===== src/rtl/fpu_mul_arbiter.sv =====
// Round-robin front end for one shared, fixed-latency pipelined FP32 multiplier.
// Each issued operation carries a requester tag so its product returns to the issuer.
module fpu_mul_arbiter #(
    parameter int NUM_REQ     = 4,
    parameter int SIZE_DATA   = 32,
    parameter int MUL_LATENCY = 3
) (
    input  logic                           i_clk,
    input  logic                           i_rst,
    input  logic [NUM_REQ-1:0]             i_req_valid,
    output logic [NUM_REQ-1:0]             o_req_ready,
    input  logic [NUM_REQ*SIZE_DATA-1:0]   i_req_a,
    input  logic [NUM_REQ*SIZE_DATA-1:0]   i_req_b,
    output logic                           o_mul_valid,
    output logic [SIZE_DATA-1:0]           o_mul_a,
    output logic [SIZE_DATA-1:0]           o_mul_b,
    input  logic [SIZE_DATA-1:0]           i_mul_result,
    output logic [NUM_REQ-1:0]             o_rsp_valid,
    output logic [SIZE_DATA-1:0]           o_rsp_data,
    output logic                           o_busy
);

    localparam int          ID_W   = (NUM_REQ > 1) ? $clog2(NUM_REQ) : 1;
    localparam int unsigned NREQ_U = NUM_REQ;

    logic [ID_W-1:0]        rr_ptr;
    logic [ID_W-1:0]        grant_id;
    logic [ID_W-1:0]        scan_id;
    logic                   grant_any;
    logic [NUM_REQ-1:0]     grant;
    logic [ID_W-1:0]        issue_id;
    logic [MUL_LATENCY-1:0] tag_valid;
    logic [ID_W-1:0]        tag_id [MUL_LATENCY];

    // Scan from rr_ptr upward with wrap; the first valid requester wins.
    always_comb begin
        grant     = '0;
        grant_id  = '0;
        grant_any = 1'b0;
        scan_id   = '0;
        for (int unsigned i = 0; i < NREQ_U; i++) begin
            scan_id = ID_W'((32'(rr_ptr) + i) % NREQ_U);
            if (!grant_any && i_req_valid[scan_id]) begin
                grant_any       = 1'b1;
                grant[scan_id]  = 1'b1;
                grant_id        = scan_id;
            end
        end
        if (i_rst) begin
            grant     = '0;
            grant_any = 1'b0;
        end
    end

    assign o_req_ready = grant;

    always_ff @(posedge i_clk) begin
        if (i_rst) begin
            rr_ptr      <= '0;
            o_mul_valid <= 1'b0;
            o_mul_a     <= '0;
            o_mul_b     <= '0;
            issue_id    <= '0;
        end else begin
            o_mul_valid <= grant_any;
            if (grant_any) begin
                rr_ptr   <= (grant_id == ID_W'(NUM_REQ - 1)) ? '0 : grant_id + 1'b1;
                o_mul_a  <= i_req_a[grant_id*SIZE_DATA +: SIZE_DATA];
                o_mul_b  <= i_req_b[grant_id*SIZE_DATA +: SIZE_DATA];
                issue_id <= grant_id;
            end
        end
    end

    // Tags shadow the multiplier pipeline exactly; it never stalls, so neither do they.
    always_ff @(posedge i_clk) begin
        if (i_rst) begin
            tag_valid <= '0;
            for (int unsigned i = 0; i < MUL_LATENCY; i++) begin
                tag_id[i] <= '0;
            end
        end else begin
            tag_valid[0] <= o_mul_valid;
            tag_id[0]    <= issue_id;
            for (int unsigned i = 1; i < MUL_LATENCY; i++) begin
                tag_valid[i] <= tag_valid[i-1];
                tag_id[i]    <= tag_id[i-1];
            end
        end
    end

    always_ff @(posedge i_clk) begin
        if (i_rst) begin
            o_rsp_valid <= '0;
            o_rsp_data  <= '0;
        end else begin
            o_rsp_valid <= '0;
            if (tag_valid[MUL_LATENCY-1]) begin
                o_rsp_valid[tag_id[MUL_LATENCY-1]] <= 1'b1;
                o_rsp_data                         <= i_mul_result;
            end
        end
    end

    assign o_busy = o_mul_valid | (|tag_valid) | (|o_rsp_valid);

endmodule


===== config.mk =====
export PLATFORM = sky130hd
export DESIGN_NAME = fpu_mul_arbiter
export DESIGN_NICKNAME = d
export VERILOG_FILES = /design/src/rtl/fpu_mul_arbiter.sv
export SDC_FILE = /design/constraint.sdc
export NUM_CORES = 1
export LEC_CHECK = 0
export ABC_AREA = 1
export ABC_CLOCK_PERIOD_IN_PS = 2350
export BUFFER_PORTS_ARGS = -buffer_cell sky130_fd_sc_hd__buf_2
export CAP_MARGIN = 20
export CORE_AREA = 2 2 154 156
export DETAILED_ROUTE_END_ITERATION = 10
export DIE_AREA = 0 0 156 158
export HOLD_SLACK_MARGIN = 0.15
export PLACE_DENSITY = 0.62
export SETUP_SLACK_MARGIN = 0.15
export SYNTH_ARGS = -nofsm -noshare
export SYNTH_HDL_FRONTEND = slang
export SYNTH_SLANG_ARGS = --single-unit

===== constraint.sdc =====
create_clock -name i_clk -period 2.35 [get_ports i_clk]
set_clock_uncertainty 0.05 [all_clocks]
set_input_delay 0.235 -clock i_clk [delete_from_list [all_inputs] [get_ports i_clk]]
set_output_delay 0.235 -clock i_clk [all_outputs]
set_load 0.03 [all_outputs]

==> metrics.md <==
| Metric | Value |
|---|---|
| Total core area | around 23000 µm² |
| RSZ-0062 raised after global routing | true |
| Tcrit/Tclk final | 1.01 |
| Setup crit end kind | primary output |
| TritonCTS clock tree | yes |
| P per Cell Area | around 1500 nW/µm² |
| Pin count of the biggest net entering global routing | 65 |
| Via density | approximately 4.8 |
| Post-route setup slack | -0.0186 ns |
| Core Util, Final | 0.532 |
| Post-Synth Adder-Cell Area | 0.0167 |
| Main combinational cell family by area after synthesis | simple AND/OR/NAND/NOR gates |
| Max-slew violation count | 0 |
| Synthesized area | between 6000 and 7000 µm² |
| Type of the worst setup path | flip-flop to primary output |
| Standard-cell rows | 56 |
| Leakage | about 0.0063 µW |
| Pre-Repair DR Iteration Count | 6 |
| Mux share of post-synthesis cell area | 0 |
| Clk slew on worst S/H paths | 0.06 ns |
| Post-synthesis compound-gate area fraction | 0.127 |
| Gr usage total | 0.226 |
| # diodes | 0 |
| Wire length per cell | 16.2 µm |
| Register area share after synthesis | 0.338 |
| Max-slew headroom | 0.337 |
| DRT iter0 DRCs | around 760 |
| Vias | a little over 9000 |
| Fmax | 422 MHz |
| PortBufs | about 400 |
| Fin. Hold Viols | 0 |
| Startpoint Class | flip-flop |
| GRT overflow | 0 |
| Crit path required time | between 2 and 2.5 ns |
| Width of the chip | between 150 and 200 µm |
| Non-Filler Instances | between 1500 and 2000 |
| Share of cells above drive strength 1 | 0.351 |
| Simple-Gate Fraction of Synth Area | 0.403 |
| Hpwl dp | about 19000 µm |
| Count of cell types in the netlist | 37 |
| Syn nets | 1314 |
| R2R setup slack | around 0.060 ns |
| DRC Markers | 0 |
| Xor/xnor share of the synthesized area | 0 |
| Flops & latches, synth | around 110 |
| Worst-Margin Slew | 0.994 ns |
| CP max FO | 5 |
| Initial antenna violation count | 0 |
| Synth-to-layout area growth | 81.5% |
| # placed instances | roughly 1700 |
| Mean Syn Cell Area | 6.68 µm² |
| GPL Wtd Cong | ~0.84 |
| Peak VDD IR | about 0.99 mV |
| Failing checks | negative setup slack |
| Ys async rst share | 0 |
| Clock sinks | about 110 |
| First-pass GRT wire length | approximately 44000 µm |
| DIE AREA | approximately 25000 µm² |
| Bufs on Longest Clock Path | 2 |
| Worst hold path type | input pin to flip-flop |
| Clk Latency, worst-skew pair | 0.41 ns |
| Synth Instances | 1011 |
| Filler Cells Inserted | ~2100 |
| Final worst path period need | between 2 and 2.5 ns |
| # H-tree levels | 4 |
| Io pins | 400 |
| Post-route ant nets | 0 |
| Starting density of the core | 0.293 |
| Die H | between 150 and 200 µm |
| Number of setup violations in the final report | 1 |
| Crit path DAT | approximately 2.1 ns |
| Synth Warn # | 0 |
| Vias in the first global route | ~8700 |
| Max_cap viols | 0 |
| CTS buffer count | 17 |
| Root buffer cell | clkbuf_16 |
| Nets | between 1500 and 2000 |
| Place WS | between 0.03 and 0.04 ns |
| Final WL | between 30000 and 40000 µm |
| Post-synth EDFFs | 0 |
| Status | complete, but fails checks |
| Ys flop type | dfxtp_1 |
-- logic make-up (layout without fill, tap and decap cells) --
logic type               Yosys count  after routing
adder cells (fa/ha/maj)            9              9
buffers and inverters            177            772
flip-flops                       114            114
AND/OR/NAND/NOR                  576            576
AO/OA/AOI/OAI                    135            135
-- per-layer routing --
| layer | up-vias | GRT usage | share of wire |
|---|---|---|---|
| li1 | 4460 | - | - |
| met1 | 4118 | 0.258 | 0.40 |
| met2 | 465 | 0.403 | 0.49 |
| met3 | 76 | 0.0531 | 0.074 |
| met4 | 0 | 0.0970 | 0.035 |
| met5 | - | 0 | 0 |
-- layout make-up --
type / instances / area [µm²] / area share
multi-input cells: 720 / 3880 / 0.316
flip-flops and latches: 114 / 2290 / 0.187
clock inverters: 13 / 196 / 0.0160
repair buffers: 634 / 4640 / 0.378
inverters: 105 / 434 / 0.0354
repair inverters: 1 / 11.3 / 0.000919
well taps: 290 / 363 / 0.0296
clock buffers: 19 / 453 / 0.0369
-- cell usage in the layout, fill, tap and decap left out, types with 11 or more instances in the layout --
cell type,n
o21ai_0,33
nor2_1,102
clkbuf_16,22
nand3b_1,31
or2_1,35
dfxtp_1,112
inv_1,94
dlygate4sd3_1,178
nand3_1,146
nand2_1,198
buf_6,11
buf_2,395
buf_4,24
o211ai_1,62
or2_2,22
o21ai_1,25
buf_12,17
-- where the power goes --
group | total (µW) | switching [µW] | leakage (µW) | internal (µW)
clock network | 2870 | 1020 | 0.000311 | 1850
registers | 2820 | 283 | 0.000941 | 2530
logic | 12700 | 7450 | 0.00505 | 5220
-- critical path, cell delays in order, from the launching register on --
cell and delay [ns]:
dfxtp_4 0.37, inv_4 0.05, ha_4 0.31, inv_4 0.06
nand3_4 0.06, nand2_4 0.08, nor2_8 0.14, buf_6 0.13
nand3_2 0.07, a31o_4 0.26, inv_2 0.05, buf_6 0.12
-- path summary, 6_finish.rpt --
path                              startpoint  depth (start not counted)        endpoint
worst max-delay path               rr_ptr[0]                         11  o_req_ready[3]
worst min-delay path            i_req_b[107]                          5     o_mul_b[11]
worst max register to register     rr_ptr[0]                         16     o_mul_b[15]
worst min register to register  tag_id[0][2]                          2    tag_id[0][4]
-- metrics by stage --
stage | instance area (µm²) | power (µW) | hold slack [ns] | setup TNS, ns
2_1_floorplan | 6830 | 10100 | 0.268 | 0
3_3_place_gp | 9180 | 12600 | 0.347 | 0
3_5_place_dp | 9180 | 12700 | 0.351 | 0
4_1_cts | 11900 | 17000 | 0.151 | 0
5_1_grt | 12300 | 19500 | 0.159 | -0.832
6_report | 12300 | 18400 | 0.157 | -0.0186
-- registers in the layout (all words and copies together) (netlist names) --
| signal | cells |
|---|---|
| o_rsp_valid | 4 |
| o_mul_valid | 1 |
| o_mul_b | 32 |
| tag_valid | 3 |
| rr_ptr | 2 |
| issue_id | 2 |
| o_rsp_data | 32 |
| o_mul_a | 32 |
| tag_id | 6 |
-- synth_stat cells, types with 2 or more instances --
cell type | instances | share of area
o211ai_1 | 62 | 0.069
nor3_1 | 5 | 0.0037
buf_2 | 25 | 0.019
clkbuf_1 | 24 | 0.013
o21ai_0 | 34 | 0.025
nand4_1 | 2 | 0.0019
or2_0 | 5 | 0.0046
nand3_2 | 3 | 0.0044
clkbuf_2 | 3 | 0.0022
o21ai_1 | 29 | 0.021
nand3b_1 | 31 | 0.034
or2_2 | 22 | 0.020
buf_4 | 14 | 0.016
buf_1 | 2 | 0.0011
dfxtp_1 | 114 | 0.34
inv_2 | 5 | 0.0028
nand2_1 | 206 | 0.11
nor2_1 | 105 | 0.058
a22oi_1 | 3 | 0.0033
nand3_1 | 153 | 0.11
buf_6 | 4 | 0.0067
inv_1 | 99 | 0.055
a21oi_1 | 3 | 0.0022
ha_1 | 9 | 0.017
or2_1 | 35 | 0.032
nand2_2 | 3 | 0.0028
-- what timing repair did --
action / 4_1_cts / 5_1_grt
cloned: 3 / 6
resized for setup: 32 / 31
hold endpoints to repair: 87 / 0
setup endpoints to repair: 59 / 70
setup buffers: 8 / 10
hold buffers: 178 / 0
pin swaps: 7 / 9
Power figures use the tool's default switching activity.
